==> src/rtl/cfa_pkg.sv <==
// Shared constants for the 5x5 CFA window generator: pixel width, default
// frame geometry and window shape.
package cfa_pkg;

   localparam int PIX_W          = 12;
   localparam int DEF_IMG_WIDTH  = 64;
   localparam int DEF_IMG_HEIGHT = 64;
   localparam int WIN_N          = 5;
   localparam int CENTRE_OFF     = 2;
   localparam int LB_N           = WIN_N - 1;

endpackage

==> src/rtl/cfa_line_buffer.sv <==
// Single line delay: a word written on a shift returns DEPTH shifts later.
// The storage is a circular-pointer RAM, and its contents are not cleared by reset.
module cfa_line_buffer #(
   parameter int DEPTH = 64,
   parameter int W     = 12
) (
   input  logic         clk,
   input  logic         rst,
   input  logic         shift_en_i,
   input  logic [W-1:0] din_i,
   output logic [W-1:0] dout_o
);

   localparam int PTR_W = (DEPTH > 1) ? $clog2(DEPTH) : 1;

   logic [W-1:0]     mem_q [DEPTH];
   logic [PTR_W-1:0] ptr_q, ptr_d;

   // The read happens before the write at the same slot, so dout is the word from DEPTH shifts ago
   assign dout_o = mem_q[ptr_q];

   always_comb begin
      ptr_d = ptr_q;
      if (shift_en_i) begin
         if (ptr_q == PTR_W'(DEPTH - 1)) ptr_d = '0;
         else                            ptr_d = ptr_q + 1'b1;
      end
   end

   always_ff @(posedge clk) begin
      if (rst) ptr_q <= '0;
      else     ptr_q <= ptr_d;
   end

   always_ff @(posedge clk) begin
      if (shift_en_i) mem_q[ptr_q] <= din_i;
   end

endmodule

==> src/rtl/cfa_window5x5.sv <==
// Streaming 5x5 Bayer neighbourhood generator: four line delays feed a 5x5 tap array.
// Optional build macro CFA_PHASE_OUT_EN adds the cfa_phase output for the centre pixel.
module cfa_window5x5
   import cfa_pkg::*;
#(
   parameter int IMG_WIDTH  = DEF_IMG_WIDTH,
   parameter int IMG_HEIGHT = DEF_IMG_HEIGHT
) (
   input  logic             clk,
   input  logic             rst,
   input  logic [PIX_W-1:0] pix_in,
   input  logic             pix_valid,
   output logic             start,
   output logic             frame_done,
   output logic [PIX_W-1:0] e1t1, e1t2, e1t3, e1t4, e1t5,
   output logic [PIX_W-1:0] e2t1, e2t2, e2t3, e2t4, e2t5,
   output logic [PIX_W-1:0] e3t1, e3t2, e3t3, e3t4, e3t5,
   output logic [PIX_W-1:0] e4t1, e4t2, e4t3, e4t4, e4t5,
   output logic [PIX_W-1:0] e5t1, e5t2, e5t3, e5t4, e5t5
`ifdef CFA_PHASE_OUT_EN
   ,
   output logic [1:0]       cfa_phase
`endif
);

   localparam int COL_W = $clog2(IMG_WIDTH);
   localparam int ROW_W = $clog2(IMG_HEIGHT);

   logic [COL_W-1:0] col_q, col_d;
   logic [ROW_W-1:0] row_q, row_d;
   logic             start_q, start_d;
   logic             frame_done_q, frame_done_d;
   logic [PIX_W-1:0] win_q [WIN_N][WIN_N];
   logic [PIX_W-1:0] win_d [WIN_N][WIN_N];
   logic [PIX_W-1:0] lb_in  [LB_N];
   logic [PIX_W-1:0] lb_out [LB_N];
   logic [PIX_W-1:0] new_col [WIN_N];
   logic             last_col, last_row;

   always_comb begin
      lb_in[0] = pix_in;
      for (int k = 1; k < LB_N; k++) lb_in[k] = lb_out[k-1];
   end

   for (genvar g = 0; g < LB_N; g++) begin : g_lb
      cfa_line_buffer #(.DEPTH(IMG_WIDTH), .W(PIX_W)) u_lb (
         .clk        (clk),
         .rst        (rst),
         .shift_en_i (pix_valid),
         .din_i      (lb_in[g]),
         .dout_o     (lb_out[g])
      );
   end

   // Oldest line (deepest delay) lands in the top row e1
   always_comb begin
      for (int r = 0; r < LB_N; r++) new_col[r] = lb_out[LB_N-1-r];
      new_col[WIN_N-1] = pix_in;
   end

   assign last_col = (col_q == COL_W'(IMG_WIDTH - 1));
   assign last_row = (row_q == ROW_W'(IMG_HEIGHT - 1));

   always_comb begin
      col_d        = col_q;
      row_d        = row_q;
      win_d        = win_q;
      start_d      = 1'b0;
      frame_done_d = 1'b0;
      if (pix_valid) begin
         for (int r = 0; r < WIN_N; r++) begin
            for (int c = 0; c < WIN_N-1; c++) win_d[r][c] = win_q[r][c+1];
            win_d[r][WIN_N-1] = new_col[r];
         end
         start_d      = (row_q >= ROW_W'(WIN_N-1)) && (col_q >= COL_W'(WIN_N-1));
         frame_done_d = last_col && last_row;
         if (last_col) begin
            col_d = '0;
            row_d = last_row ? '0 : row_q + 1'b1;
         end else begin
            col_d = col_q + 1'b1;
         end
      end
   end

   always_ff @(posedge clk) begin
      if (rst) begin
         col_q        <= '0;
         row_q        <= '0;
         start_q      <= 1'b0;
         frame_done_q <= 1'b0;
         for (int r = 0; r < WIN_N; r++)
            for (int c = 0; c < WIN_N; c++) win_q[r][c] <= '0;
      end else begin
         col_q        <= col_d;
         row_q        <= row_d;
         start_q      <= start_d;
         frame_done_q <= frame_done_d;
         win_q        <= win_d;
      end
   end

`ifdef CFA_PHASE_OUT_EN
   // Parity of (row-2, col-2) equals parity of (row, col) shifted by the centre offset
   logic [1:0] phase_q, phase_d;

   always_comb begin
      phase_d = phase_q;
      if (pix_valid)
         phase_d = {row_q[0] ^ 1'(CENTRE_OFF % 2), col_q[0] ^ 1'(CENTRE_OFF % 2)};
   end

   always_ff @(posedge clk) begin
      if (rst) phase_q <= 2'b00;
      else     phase_q <= phase_d;
   end

   assign cfa_phase = phase_q;
`endif

   assign start      = start_q;
   assign frame_done = frame_done_q;

   assign e1t1 = win_q[0][0];  assign e1t2 = win_q[0][1];  assign e1t3 = win_q[0][2];
   assign e1t4 = win_q[0][3];  assign e1t5 = win_q[0][4];
   assign e2t1 = win_q[1][0];  assign e2t2 = win_q[1][1];  assign e2t3 = win_q[1][2];
   assign e2t4 = win_q[1][3];  assign e2t5 = win_q[1][4];
   assign e3t1 = win_q[2][0];  assign e3t2 = win_q[2][1];  assign e3t3 = win_q[2][2];
   assign e3t4 = win_q[2][3];  assign e3t5 = win_q[2][4];
   assign e4t1 = win_q[3][0];  assign e4t2 = win_q[3][1];  assign e4t3 = win_q[3][2];
   assign e4t4 = win_q[3][3];  assign e4t5 = win_q[3][4];
   assign e5t1 = win_q[4][0];  assign e5t2 = win_q[4][1];  assign e5t3 = win_q[4][2];
   assign e5t4 = win_q[4][3];  assign e5t5 = win_q[4][4];

endmodule

==> config.mk <==
export PLATFORM = sky130hd
export DESIGN_NAME = cfa_window5x5
export DESIGN_NICKNAME = d
export VERILOG_FILES = /design/src/rtl/cfa_pkg.sv /design/src/rtl/cfa_line_buffer.sv /design/src/rtl/cfa_window5x5.sv
export SDC_FILE = /design/constraint.sdc
export NUM_CORES = 2
export LEC_CHECK = 0
export BUFFER_PORTS_ARGS = -buffer_cell sky130_fd_sc_hd__buf_2
export CAP_MARGIN = 20
export CORE_ASPECT_RATIO = 0.7
export CORE_MARGIN = 2
export CORE_UTILIZATION = 54
export DETAILED_ROUTE_END_ITERATION = 7
export PLACE_DENSITY = 0.73
export SLEW_MARGIN = 10
export SYNTH_ARGS = -nofsm -noshare
export SYNTH_HDL_FRONTEND = slang
export SYNTH_HIERARCHICAL = 1
export SYNTH_SLANG_ARGS = --single-unit
==> constraint.sdc <==
create_clock -name clk -period 4.35 [get_ports clk]
set_input_delay 1.0875 -clock clk [delete_from_list [all_inputs] [get_ports clk]]
set_output_delay 1.0875 -clock clk [all_outputs]
set_load 0.02 [all_outputs]
==> out/metrics.csv <==
stage,metric,value,unit
finish,top_register,g_lb.u_lb/mem_q,
floorplanning,num_io_pins,317,
sta,period_share,84.19,%
sta,finClkSkew,0.06277,ns
detailed_routing,drtPass1Iterations,6,
detailed_routing,post-route-drc-count,0,
run_status,status,"finished, final reports clean",
sta,fin_tns_setup,0,ns
floorplanning,core,242000,sq um
yosys,ys.flop_type,edfxtp_1,
finish,reg_top3,"g_lb.u_lb/mem_q: 3072 flops, g_lb.u_lb/ptr_q: 24 flops",
detailed_routing,wl_per_cell,28.80,um
clock_tree,h-tree-depth,5,
global_route,grt_pass1_vias,65410,
clock_tree,insertion_delay,0.89,ns
clock_tree,clk_pin_slew,0.06,ns
sta,drv_slew,0,
global_route,grt_pass1_wl,448200,um
worst_hold_path,holdPathStages,2,
global_route,overflow,0,
sta,setup_viol,0,
power,power,70.18,mW
worst_hold_path,whs_endpoint,e2t1[2]$_SDFFE_PP0P_,
clock_tree,cts_buffers,318,
worst_setup_path,critical_path.endpoint_type,flop,
finish,drive_above_1_share,27.50,%
detailed_routing,vias,66770,
finish,instances_no_fill,10630,
sta,finalHoldViolations,0,
yosys,ys_seq_area_share,75.67,%
clock_tree,cts_tree,yes,
yosys,muxShareOfSynthArea,17.53,%
worst_hold_path,hold_start,e2t1[2]$_SDFFE_PP0P_,
detailed_routing,viasPerCell,6.280,
finish,fin_util,61.90,%
power,ir_drop,0.3495,mV
finish,final.fill_count,16240,
worst_setup_path,r2r_setup_slack,0.69,ns
yosys,synth-edff-count,3072,
sta,rsz0062_at_grt,false,
finish,final_cell_mix,"edfxtp_1 (3072), mux4_2 (732), nor2_1 (675), mux2i_1 (473), buf_4 (407)",
sta,fmax,273.1,MHz
placement,place.detailed.hpwl,185600,um
floorplanning,die_w,593.8,um
sta,tightest_slew,1.149,ns
global_route,antenna_found_initial,8,
finish,nNetsFinal,7197,
yosys,ys_async_sr_fraction,0,%
placement,post-place-ws,0.7126,ns
worst_setup_path,crit_type,flop to flop,
worst_setup_path,critical_path_arrival,4.46,ns
worst_setup_path,crit_fanout,65,
yosys,yosys.area_share.simple,2.901,%
yosys,syn_avg_cell_area,20.35,sq um
clock_tree,clk_path_buf_depth,4,
sta,post-route-min-period,3.662,ns
detailed_routing,routed_wl,306300,um
floorplanning,die_h,416.8,um
worst_setup_path,regToRegEndpoint,e3t5[3]$_SDFFE_PP0P_,
detailed_routing,drtIter0Drc,8831,
floorplanning,num_rows,151,
floorplanning,dieArea,247500,sq um
sta,relSlewSlack,23.30,%
sta,finalWorstSetupSlack,0.6877,ns
power,p_per_area,468.4,nW/um^2
yosys,ys_ff_latch,3434,
finish,area_growth,13.95,%
global_route,grt_usage,24.52,%
finish,largest_reg_flops,3072,
yosys,syn_area,131500,sq um
yosys,synth_top_family_by_area,multiplexers,
finish,multi_input_area,30440,sq um
worst_setup_path,crit_required,5.15,ns
yosys,yosysUniqueCellTypes,50,
finish,final_common_cell,edfxtp_1,
global_route,grt_max_degree,144,
yosys,synth_compound_area_share,2.097,%
placement,gp_congestion,0.8425,
worst_setup_path,cp-start-kind,flop,
yosys,yosysWarnings,6,
finish,regArea,99550,sq um
detailed_routing,antenna_left,0,
clock_tree,post-cts-setup-buffer-count,0,
worst_setup_path,reg2reg_depth,11,
yosys,syn-instance-count,6460,
clock_tree,cts-root-buf,clkbuf_16,
power,power.leakage,48.73,nW
placement,port_buffers,316,
yosys,synth_fp_nets,6483,
floorplanning,start_util,54.33,%
yosys,synth_adder_area_share,0.07613,%
clock_tree,cts_sinks,3434,
placement,dp_cells,10070,
clock_tree,cts-hold-fix-buffers,0,
job,cap_violations,0,
yosys,synth_xor_area_share,0.1332,%
clock_tree,ctsResizeCount,0,
worst_hold_path,min_path_type,flop to flop,
-- worst max-delay path, stage by stage, from the launching register on --
cell     delay (ns)
dfxtp_4        0.70
buf_12         0.43
buf_4          0.24
mux4_2         0.18
o21ai_0        0.07
a21oi_1        0.45
o21ai_0        0.20
buf_4          0.21
o31ai_4        0.05
buf_4          0.62
mux2i_1        0.17
nor2_1         0.11
-- layer usage --
| metal | global-route usage [%] | up-vias | share of wire, % |
|---|---|---|---|
| met5 | 0 | - | 0.0026 |
| met4 | 5.750 | 2 | 2.3 |
| met3 | 4.858 | 417 | 11 |
| met2 | 36.27 | 3594 | 45 |
| met1 | 38.04 | 34990 | 42 |
| li1 | - | 27770 | - |
-- kinds of logic after synthesis --
group           Yosys count
mux                    1277
xor+xnor                 20
flops                  3434
compound gates          432
fa+ha+maj                 8
buf+inv                 383
simple gates            906
-- worst max path at each step --
stage	end	startpoint
after floorplan	g_lb[1].u_lb/mem_q[0][5]$_DFFE_PP_	flop
after global placement	e4t5[1]$_SDFFE_PP0P_	flop
after detailed placement	e3t5[3]$_SDFFE_PP0P_	flop
after CTS	g_lb[1].u_lb/mem_q[26][7]$_DFFE_PP_	flop
after global routing	e3t5[3]$_SDFFE_PP0P_	flop
final	e3t5[3]$_SDFFE_PP0P_	flop
-- cell usage after synthesis (13+ instances only) --
master	n	area, sq um
o31ai_1	33	247.7
nand3_1	26	130.1
a21oi_1	70	350.3
xor2_1	14	122.6
o22ai_1	64	400.4
nand4_1	20	125.1
nand2b_1	36	225.2
mux4_1	68	1787
dfxtp_1	362	7247
a211o_1	13	113.9
o21bai_1	16	120.1
mux2i_1	473	4735
o21ai_0	135	675.7
buf_4	72	540.5
mux4_2	732	16490
nor2_1	675	2534
buf_6	20	225.2
o221ai_1	32	280.3
buf_1	17	63.81
buf_2	135	675.7
nand2_1	62	232.7
a211oi_1	41	307.8
nor3_1	20	100.1
edfxtp_1	3072	92250
nor2b_1	33	206.5
clkbuf_1	126	473.0
-- layout make-up --
type                            count  area share [%]
Tap cell                         3213           2.683
Inverter                            5         0.01253
Sequential cell                  3434           66.44
Multi-Input combinational cell   2643           20.32
Antenna cell                        1        0.001670
Timing Repair Buffer              772           3.783
Clock buffer                      402           5.786
Clock inverter                    163          0.9696
-- power breakdown --
group / internal (mW) / total (mW) / switching (mW) / leakage, nW
sequential: 37.1 / 37.4 / 0.292 / 30.6
clock: 15.6 / 27.4 / 11.8 / 4.98
combinational: 1.90 / 5.37 / 3.47 / 13.1
total: 54.6 / 70.2 / 15.6 / 48.7
-- stage by stage --
step,area [sq um],hold WS [ns]
2_1_floorplan,131600,0.4597
3_3_place_gp,139700,0.4669
3_5_place_dp,139700,0.4806
4_1_cts,149800,0.4963
5_1_grt,149800,0.5080
6_report,149800,0.4959
Power figures use the tool's default switching activity.
